`config.mk`:
```
export PLATFORM = sky130hd
export DESIGN_NAME = logic_gate_panel
export DESIGN_NICKNAME = d
export VERILOG_FILES = /design/src/rtl/logic_gate_panel.sv
export SDC_FILE = /design/constraint.sdc
export NUM_CORES = 1
export LEC_CHECK = 0
export CORE_MARGIN = 2
export CORE_UTILIZATION = 45
export CTS_CLUSTER_DIAMETER = 40
export DETAILED_ROUTE_END_ITERATION = 7
export DONT_BUFFER_PORTS = 1
export SLEW_MARGIN = 20
export SYNTH_ARGS = -nofsm -noshare
export SYNTH_HDL_FRONTEND = slang
export SYNTH_SLANG_ARGS = --single-unit
```
`constraint.sdc`:
```
create_clock -name clk_12mhz_i -period 1.9 [get_ports clk_12mhz_i]
set_clock_uncertainty 0.15 [all_clocks]
set_input_delay 0.57 -clock clk_12mhz_i [delete_from_list [all_inputs] [get_ports clk_12mhz_i]]
set_output_delay 0.57 -clock clk_12mhz_i [all_outputs]
set_load 0.1 [all_outputs]
```
`src/rtl/logic_gate_panel.sv`:
```
// logic_gate_panel: debounced multi-input logic-gate demonstrator.
// Operand buttons and one mode button each pass through a 2-flop synchroniser
// and a debounce counter. A six-state mode register picks AND/OR/XOR/NAND/NOR/XNOR,
// and a registered N-input reduction of the clean operands drives gate_o.
module logic_gate_panel #(
  parameter int unsigned width_p           = 3,
  parameter int unsigned debounce_cycles_p = 12000
) (
  input  logic               clk_12mhz_i,
  input  logic               reset_n_async_unsafe_i,
  input  logic [width_p:1]   button_async_unsafe_i,
  input  logic               mode_async_unsafe_i,
  output logic [width_p:1]   btn_clean_o,
  output logic [2:0]         mode_o,
  output logic               gate_o
);

  // Channel 0 carries the mode button; channels 1..width_p carry the operands,
  // so operand channel i lines up with button_async_unsafe_i[i].
  localparam int                CH_N     = int'(width_p) + 1;
  localparam int unsigned       CNT_W    = $clog2(debounce_cycles_p + 1);
  localparam logic [CNT_W-1:0]  CNT_LAST = CNT_W'(debounce_cycles_p - 1);

  typedef enum logic [2:0] {
    MODE_AND  = 3'd0,
    MODE_OR   = 3'd1,
    MODE_XOR  = 3'd2,
    MODE_NAND = 3'd3,
    MODE_NOR  = 3'd4,
    MODE_XNOR = 3'd5
  } mode_e;

  logic [width_p:0] raw;
  logic [width_p:0] meta_q,  meta_d;
  logic [width_p:0] sync_q,  sync_d;
  logic [width_p:0] clean_q, clean_d;
  logic [CNT_W-1:0] cnt_q [CH_N];
  logic [CNT_W-1:0] cnt_d [CH_N];

  logic             mode_prev_q, mode_prev_d;
  logic             mode_rise;
  mode_e            mode_q, mode_d;
  logic             gate_q, gate_d;

  logic [width_p:1] ops;
  logic             and_r;
  logic             or_r;
  logic             xor_r;

  assign raw = {button_async_unsafe_i, mode_async_unsafe_i};
  assign ops = clean_q[width_p:1];

  // Two-stage synchroniser: raw inputs -> meta -> sync.
  always_comb begin
    meta_d = raw;
    sync_d = meta_q;
  end

  // Synchroniser flops; cleared by reset so a held button is re-debounced from 0.
  always_ff @(posedge clk_12mhz_i or negedge reset_n_async_unsafe_i) begin
    if (!reset_n_async_unsafe_i) begin
      meta_q <= '0;
      sync_q <= '0;
    end else begin
      meta_q <= meta_d;
      sync_q <= sync_d;
    end
  end

  // Debounce: count consecutive cycles where sync differs from clean; any return
  // to the clean value clears the count, and the count stops at the threshold.
  always_comb begin
    clean_d = clean_q;
    for (int i = 0; i < CH_N; i++) begin
      cnt_d[i] = '0;
      if (sync_q[i] != clean_q[i]) begin
        if (cnt_q[i] == CNT_LAST) begin
          clean_d[i] = sync_q[i];
        end else begin
          cnt_d[i] = cnt_q[i] + 1'b1;
        end
      end
    end
  end

  // Clean value and debounce counter flops for every channel.
  always_ff @(posedge clk_12mhz_i or negedge reset_n_async_unsafe_i) begin
    if (!reset_n_async_unsafe_i) begin
      clean_q <= '0;
      for (int i = 0; i < CH_N; i++) begin
        cnt_q[i] <= '0;
      end
    end else begin
      clean_q <= clean_d;
      for (int i = 0; i < CH_N; i++) begin
        cnt_q[i] <= cnt_d[i];
      end
    end
  end

  // Mode state register, plus the delayed clean mode value used for edge detection.
  always_ff @(posedge clk_12mhz_i or negedge reset_n_async_unsafe_i) begin
    if (!reset_n_async_unsafe_i) begin
      mode_q      <= MODE_AND;
      mode_prev_q <= 1'b0;
    end else begin
      mode_q      <= mode_d;
      mode_prev_q <= mode_prev_d;
    end
  end

  // Mode next state: advance once per clean 0->1 of the mode button, wrap 5 -> 0.
  always_comb begin
    mode_prev_d = clean_q[0];
    mode_rise   = clean_q[0] & ~mode_prev_q;
    mode_d      = mode_q;
    if (mode_rise) begin
      unique case (mode_q)
        MODE_AND:  mode_d = MODE_OR;
        MODE_OR:   mode_d = MODE_XOR;
        MODE_XOR:  mode_d = MODE_NAND;
        MODE_NAND: mode_d = MODE_NOR;
        MODE_NOR:  mode_d = MODE_XNOR;
        MODE_XNOR: mode_d = MODE_AND;
        default:   mode_d = MODE_AND;
      endcase
    end
  end

  // Mode output decode: select the reduction of the clean operands for gate_o.
  always_comb begin
    and_r  = &ops;
    or_r   = |ops;
    xor_r  = ^ops;
    gate_d = 1'b0;
    unique case (mode_q)
      MODE_AND:  gate_d = and_r;
      MODE_OR:   gate_d = or_r;
      MODE_XOR:  gate_d = xor_r;
      MODE_NAND: gate_d = ~and_r;
      MODE_NOR:  gate_d = ~or_r;
      MODE_XNOR: gate_d = ~xor_r;
      default:   gate_d = 1'b0;
    endcase
  end

  // Registered gate result, so gate_o has no combinational path from any input.
  always_ff @(posedge clk_12mhz_i or negedge reset_n_async_unsafe_i) begin
    if (!reset_n_async_unsafe_i) begin
      gate_q <= 1'b0;
    end else begin
      gate_q <= gate_d;
    end
  end

  assign btn_clean_o = clean_q[width_p:1];
  assign mode_o      = mode_q;
  assign gate_o      = gate_q;

endmodule

```
==> impl_metrics.tcl, run 1 <==
set metrics [dict create \
    syn_nets 355 \
    die-height_um 91.94 \
    switching_share_pct 21.48 \
    rows 32 \
    fin_crit_sh_pct 98.65 \
    max_slew_margin_pct 60.93 \
    cts_tree "done" \
    cts-htree-levels 3 \
    p_leak_nw 1.724 \
    p_comb_share_pct 2.8 \
    initial_core_util_pct 45.74 \
    clk_path_buf_depth 2 \
    cp.arrival_ns 1.96 \
    sequentialPowerShare_pct 53.5 \
    clk_latency_ns 0.35 \
    clockRootBuffer "clkbuf_8" \
    outcome "finished, violations left" \
    core_um2 7607 \
    ir_drop_mv 0.3455 \
    ys_seq_area_share_pct 52.50 \
    drtIter0Drc 58 \
    crit_fanout 8 \
    setup_viol 0 \
    hp-class "input port to async pin" \
    cp_slowest_cell "or4b_4" \
    worstRegToRegCells 5 \
    path_class "flop to flop" \
    vias 2349 \
    rsz0062_at_grt "yes" \
    hold_ws_ns -0.2450 \
    path_clk_slew_ns 0.08 \
    drc_errors 0 \
    pwr-share-clk_pct 43.7 \
    ys_ff_latch 73 \
    slew_viol_final 0 \
    hpwl_um 4075 \
    cts_sinks 73 \
    total_power_mw 3.006 \
    antenna_found_initial 0 \
    cp.required_ns 1.99 \
    cts_buffers 9 \
    area_growth_pct 15.79 \
    ant_nets 0 \
    firstDrtPassIters 4 \
    grt_max_degree 74 \
    violations "negative hold slack" \
    hold_viol 73 \
    path_depth 5 \
    nets 386 \
    overflow 0 \
    place_congestion 0.7292 \
    yosys_warnings 0 \
    endpoint_kind "flop" \
    p_sw_mw 0.6457 \
    first_global_vias 2358 \
    portBuffers 0 \
    power.density_nw_per_um2 746.1 \
    drive_above_1_share_pct 16.53 \
    max_freq_mhz 533.5 \
    avgRoutedWirePerCell_um 12.74 \
    syn_area_um2 3480 \
    synth_cell_type_count 36 \
    die_area_um2 8452 \
    grt_first_pass_wirelength_um 10660 \
    dieWidth_um 91.94 \
    cp-start-kind "flop" \
    io_pins 13 \
    worstPathCellList "or4b_4, nor4b_4, or2_1, buf_6, nor2_1" \
    path_buf_inv 1 \
    cap_violations 0 \
    setup_ws_ns 0.02568 \
    grtUsageTotal_pct 16.00 \
    intPower_mw 2.360 \
    via_per_inst 4.925 \
    wl_um 6079 \
    worstSetupStartpoint "cnt_q[33]" \
    tightest_slew_ns 0.5861 \
    rr_startpoint "cnt_q[33]" \
    slowest_delay_ns 0.55 \
    finalWorstPathRequiredPeriod_ns 1.874 \
    cp_top_family "simple AND/OR/NAND/NOR gates" \
    syn_avg_cell_area_um2 10.26 \
    synth_cells 339 \
    place_ws_ns -0.03613 \
    diodes 0 \
]
==> flip-flops by register name, summed over array words and instances, names as in the netlist <==
name,flops
cnt_q,56
clean_q,4
gate_o,1
mode_prev_q,1
mode_o,3
sync_q,4
meta_q,4
==> cell usage after synthesis <==
library cell	n	area, um^2
xnor2_1	37	324.1
ha_1	10	125.1
nand4b_1	2	17.52
a21o_1	1	7.510
or4b_4	1	13.76
nand2b_1	3	18.77
buf_6	2	22.52
nor2_1	62	232.7
clkbuf_1	3	11.26
xor2_1	15	131.4
o21ai_0	6	30.03
or4b_1	2	20.02
buf_4	6	45.04
or3_1	2	12.51
dfrtp_1	73	1827
nand4bb_1	1	11.26
nor4b_4	1	23.77
nor4b_1	1	8.760
inv_1	17	63.81
nor4_2	1	12.51
a21oi_1	4	20.02
nand3_1	22	110.1
and3_1	3	18.77
or2_2	1	6.260
nor3_1	16	80.08
a211oi_1	1	7.510
or2_0	2	12.51
a31oi_1	1	6.260
and4_1	3	26.28
and4b_1	1	10.01
nand4_1	12	75.07
nand2_1	14	52.55
mux2_2	3	33.78
nor4_1	7	43.79
nand3b_1	1	7.510
buf_2	2	10.01
==> cell families after synthesis <==
kind of cell | synth area share (%)
AND/OR/NAND/NOR | 23.41
flip-flops | 52.50
XOR/XNOR | 13.09
buffers and inverters | 4.387
AO/OA/AOI/OAI | 2.050
adder cells (fa/ha/maj) | 3.596
multiplexers | 0.9708
==> routing by layer <==
layer	share of wire (%)	wire (um)	up-vias	GRT usage, %
met3	3.2	194	11	4.437
met4	1.8	110	0	6.343
met5	0	0	-	0
met1	47	2882	1129	20.16
li1	-	-	1189	-
met2	48	2891	20	26.16
==> final timing paths <==
path / endpoint / slack (ns)
max: cnt_q[33] / 0.03
max in group asynchronous: mode_o[1] / 1.72
min reg2reg: sync_q[1] / 0.20
max reg2reg: cnt_q[33] / 0.03
min: cnt_q[10] / -0.24
min in group clk_12mhz_i: meta_q[0] / 0.10
==> power groups by stage <==
stage	registers [mW]	logic, mW	clock network, mW
2_1_floorplan	1.64	0.0615	0
3_3_place_gp	1.64	0.0807	0
3_5_place_dp	1.64	0.0818	0
4_1_cts	1.61	0.0829	1.35
5_1_grt	1.61	0.0981	1.41
6_report	1.61	0.0843	1.31
==> layout make-up <==
cell class	instances	area (um^2)
repair buffers	33	271.5
inverters	17	63.81
flip-flops and latches	73	1831
well taps	102	127.6
fillers	680	3578
clock buffers	11	131.4
multi-input cells	236	1524
clock inverters	5	80.08
==> through the flow <==
step                      instance area [um^2]  instances  TNS, ns  utilization [%]  hold slack (ns)
after global routing                      4029        477  -0.5703            52.96          -0.2685
final                                     4029        477        0            52.96          -0.2450
after CTS                                 3994        475        0            52.50          -0.2597
after detailed placement                  3766        459  -0.2584            49.51           0.1259
after global placement                    3766        459        0            49.51           0.1260
after floorplan                           3482        339        0                -           0.1244
==> cell usage in the layout (no fill, tap or decap), drive strengths merged, types with 2 or more instances in the layout <==
| cell type | Yosys | routed |
|---|---|---|
| clkinvlp | 0 | 2 |
| buf | 10 | 33 |
| bufinv | 0 | 2 |
| nor4b | 2 | 2 |
| mux2 | 3 | 3 |
| nand2 | 14 | 14 |
| xnor2 | 37 | 37 |
| nand4b | 2 | 2 |
| nor3 | 16 | 16 |
| clkbuf | 3 | 11 |
| a21oi | 4 | 4 |
| and4 | 3 | 3 |
| or2 | 3 | 3 |
| nor2 | 62 | 62 |
| dfrtp | 73 | 73 |
| or4b | 3 | 3 |
| nor4 | 8 | 8 |
| inv | 17 | 17 |
| nand4 | 12 | 12 |
| and3 | 3 | 3 |
| ha | 10 | 10 |
| o21ai | 6 | 6 |
| or3 | 2 | 2 |
| xor2 | 15 | 15 |
| nand2b | 3 | 3 |
| nand3 | 22 | 22 |
==> what timing repair did <==
item                                   4_1_cts  5_1_grt
gates resized for setup                      5        8
endpoints found under the hold margin       73       73
setup endpoints to repair                   25       29
pin swaps                                    2        5
setup buffers                                0        2
(Power assumes the default switching activity.)
==> run 2, diff against run 1 <==
ABC_AREA = 1   (was not set)
==> run 2 against run 1 <==
The flow still finishes with violations (negative hold slack). First-iteration DRC count increased by 88%. Via count increased by 24%. Clock power decreased by 7%. Die area increased by 7.9%. Setup slack improved by 0.083 ns. Largest power group unchanged.
==> impl_metrics.tcl, run 2 <==
set metrics [dict create \
    outcome "finished, violations left" \
    violations "negative hold slack" \
    power.density_nw_per_um2 701.6 \
    clockRootBuffer "clkbuf_8" \
    synth.most_common_cell "nor2_1" \
    core_um2 8175 \
    slowest_delay_ns 0.45 \
    diodes 0 \
    cts_buffers 9 \
    avgRoutedWirePerCell_um 11.98 \
    ys_ff_latch 73 \
    max_freq_mhz 558.1 \
    max_slew_margin_pct 76.36 \
    synthFlopType "dfrtp_1" \
    syn_nets 471 \
    hpwl_um 4832 \
    clk_latency_ns 0.35 \
    nets 486 \
    area_growth_pct 9.864 \
    drtIter0Drc 109 \
    ant_nets 0 \
    vias 2911 \
    synth-async-reset-ratio_pct 100.0 \
    cp_slowest_cell "dfrtp_1" \
    grt_max_degree 74 \
    cts-htree-levels 3 \
    ys_seq_area_share_pct 48.49 \
    wl_um 6937 \
    setup_ws_ns 0.1082 \
    crit_fanout 4 \
    place_inst 564 \
    overflow 0 \
    nFillCells 799 \
    layout_commonest_cell "nor2_1" \
    hp-class "input port to async pin" \
    dieWidth_um 95.50 \
    cap_violations 0 \
    path_class "flop to output pin" \
    cp.arrival_ns 1.07 \
    path_clk_slew_ns 0.08 \
    synth_top_area_cell "dfrtp_1" \
    initial_core_util_pct 46.08 \
    place_congestion 0.8324 \
    fin_crit_sh_pct 94.30 \
    intPower_mw 2.248 \
    die-height_um 95.50 \
    largest_register "cnt_q" \
    cp.required_ns 1.18 \
    ir_drop_mv 0.3711 \
    portBuffers 0 \
    sequentialPowerShare_pct 55.4 \
    place_ws_ns 0.3421 \
    firstDrtPassIters 4 \
    synth_area_leaders "dfrtp_1 48%, nor2_1 11%, nand2_1 7.0%, nand3_1 5.3%, inv_1 4.6%" \
    syn_avg_cell_area_um2 8.280 \
    pwr-share-clk_pct 41.9 \
    yosys_warnings 0 \
    drive_above_1_share_pct 9.494 \
    slew_viol_final 0 \
    largest_reg_flops 56 \
    grtUsageTotal_pct 17.22 \
    placed_area_um2 3938 \
    synth_cell_type_count 22 \
    endpoint_kind "output pin" \
    final_cell_mix "107 x nor2_1, 73 x dfrtp_1, 70 x nand2_1" \
    die_area_um2 9120 \
    cp_top_family "flip-flops" \
    post_cts_buffers 0 \
    cts_tree "done" \
    p_leak_nw 1.771 \
    syn_area_um2 3767 \
    setup_viol 0 \
    hold_ws_ns -0.2431 \
    io_pins 13 \
    drc_errors 0 \
    finalWorstPathRequiredPeriod_ns 1.792 \
    antenna_found_initial 0 \
    fin_setup_tns_ns 0 \
    cp-start-kind "flop" \
    rsz0062_at_grt "no" \
    first_global_vias 2772 \
    p_comb_share_pct 2.7 \
    via_per_inst 5.028 \
    tightest_slew_ns 0.3542 \
    yosys.area.top_type_share_pct 48.49 \
    fin_cells 579 \
    cts_sinks 73 \
    hold_viol 73 \
    p_sw_mw 0.6556 \
    synth_commonest_cells "107 x nor2_1, 73 x dfrtp_1, 70 x nand2_1, 46 x inv_1, 40 x nand3_1" \
    worstPathCellList "buf_6" \
    synth_cells 455 \
    grt_first_pass_wirelength_um 12300 \
    synth_edf_count 0 \
    switching_share_pct 22.58 \
    design_area_um2 4139 \
    rows 33 \
    clk_path_buf_depth 2 \
    path_buf_inv 1 \
]
run 2: cell count changes after synthesis, sizes merged, moves of 8 or more:
cell	change
nand2	+60
nor2	+53
inv	+29
xnor2	-24
nand3	+23
a21oi	+11
nor4	-8
run 2: path summary, 6_finish.rpt:
path | from | end | slack (ns) | depth (start not counted)
max in group asynchronous | reset_n_async_unsafe_i | mode_o[1] | 1.72 | 0
min reg2reg | meta_q[3] | sync_q[3] | 0.19 | 0
max | clean_q[2] | btn_clean_o[2] | 0.11 | 1
min in group clk_12mhz_i | button_async_unsafe_i[3] | meta_q[3] | 0.10 | 0
min | reset_n_async_unsafe_i | cnt_q[31] | -0.24 | 0
max reg2reg | clean_q[1] | gate_o | 0.34 | 6
run 2: layout make-up:
type / instances / area [um^2] / area share, %
inverters: 46 / 172.7 / 4.172
clock buffers: 10 / 137.6 / 3.325
multi-input cells: 331 / 1727 / 41.72
repair buffers: 9 / 87.58 / 2.116
flip-flops and latches: 73 / 1827 / 44.14
well taps: 105 / 131.4 / 3.174
clock inverters: 5 / 56.30 / 1.360
run 2: kinds of logic (layout without fill, tap and decap cells):
family,Yosys count,in the layout,share of synthesized area (%)
AND/OR/NAND/NOR,260,260,30.39
flip-flops,73,73,48.49
buffers and inverters,51,70,5.679
AO/OA/AOI/OAI,34,34,5.247
XOR/XNOR,27,27,6.875
adder cells (fa/ha/maj),10,10,3.321
run 2: stage by stage:
stage                     util (%)  power (mW)
final                        50.63       2.904
after detailed placement     48.16       1.721
after floorplan                  -       1.702
after global routing         50.63       3.015
after global placement       48.16       1.718
after CTS                    50.54       2.943
run 2: power by group through the flow:
stage,sequential [mW],clock [mW],combinational (mW)
after floorplan,1.63,0,0.0674
after global placement,1.64,0,0.0783
after detailed placement,1.64,0,0.0800
after CTS,1.61,1.25,0.0800
after global routing,1.62,1.31,0.0926
final,1.61,1.22,0.0786
run 2: routing by layer:
metal	up-vias	wire length, um	track usage, %
met5	-	0	0
met3	9	269	3.953
li1	1491	-	-
met1	1373	3501	23.31
met2	38	3036	26.35
met4	0	129	7.857
run 2: repair_timing:
action | CTS | global route
hold endpoints to repair | 73 | 73
gates resized for setup | 0 | 2
setup endpoints to repair | 0 | 2
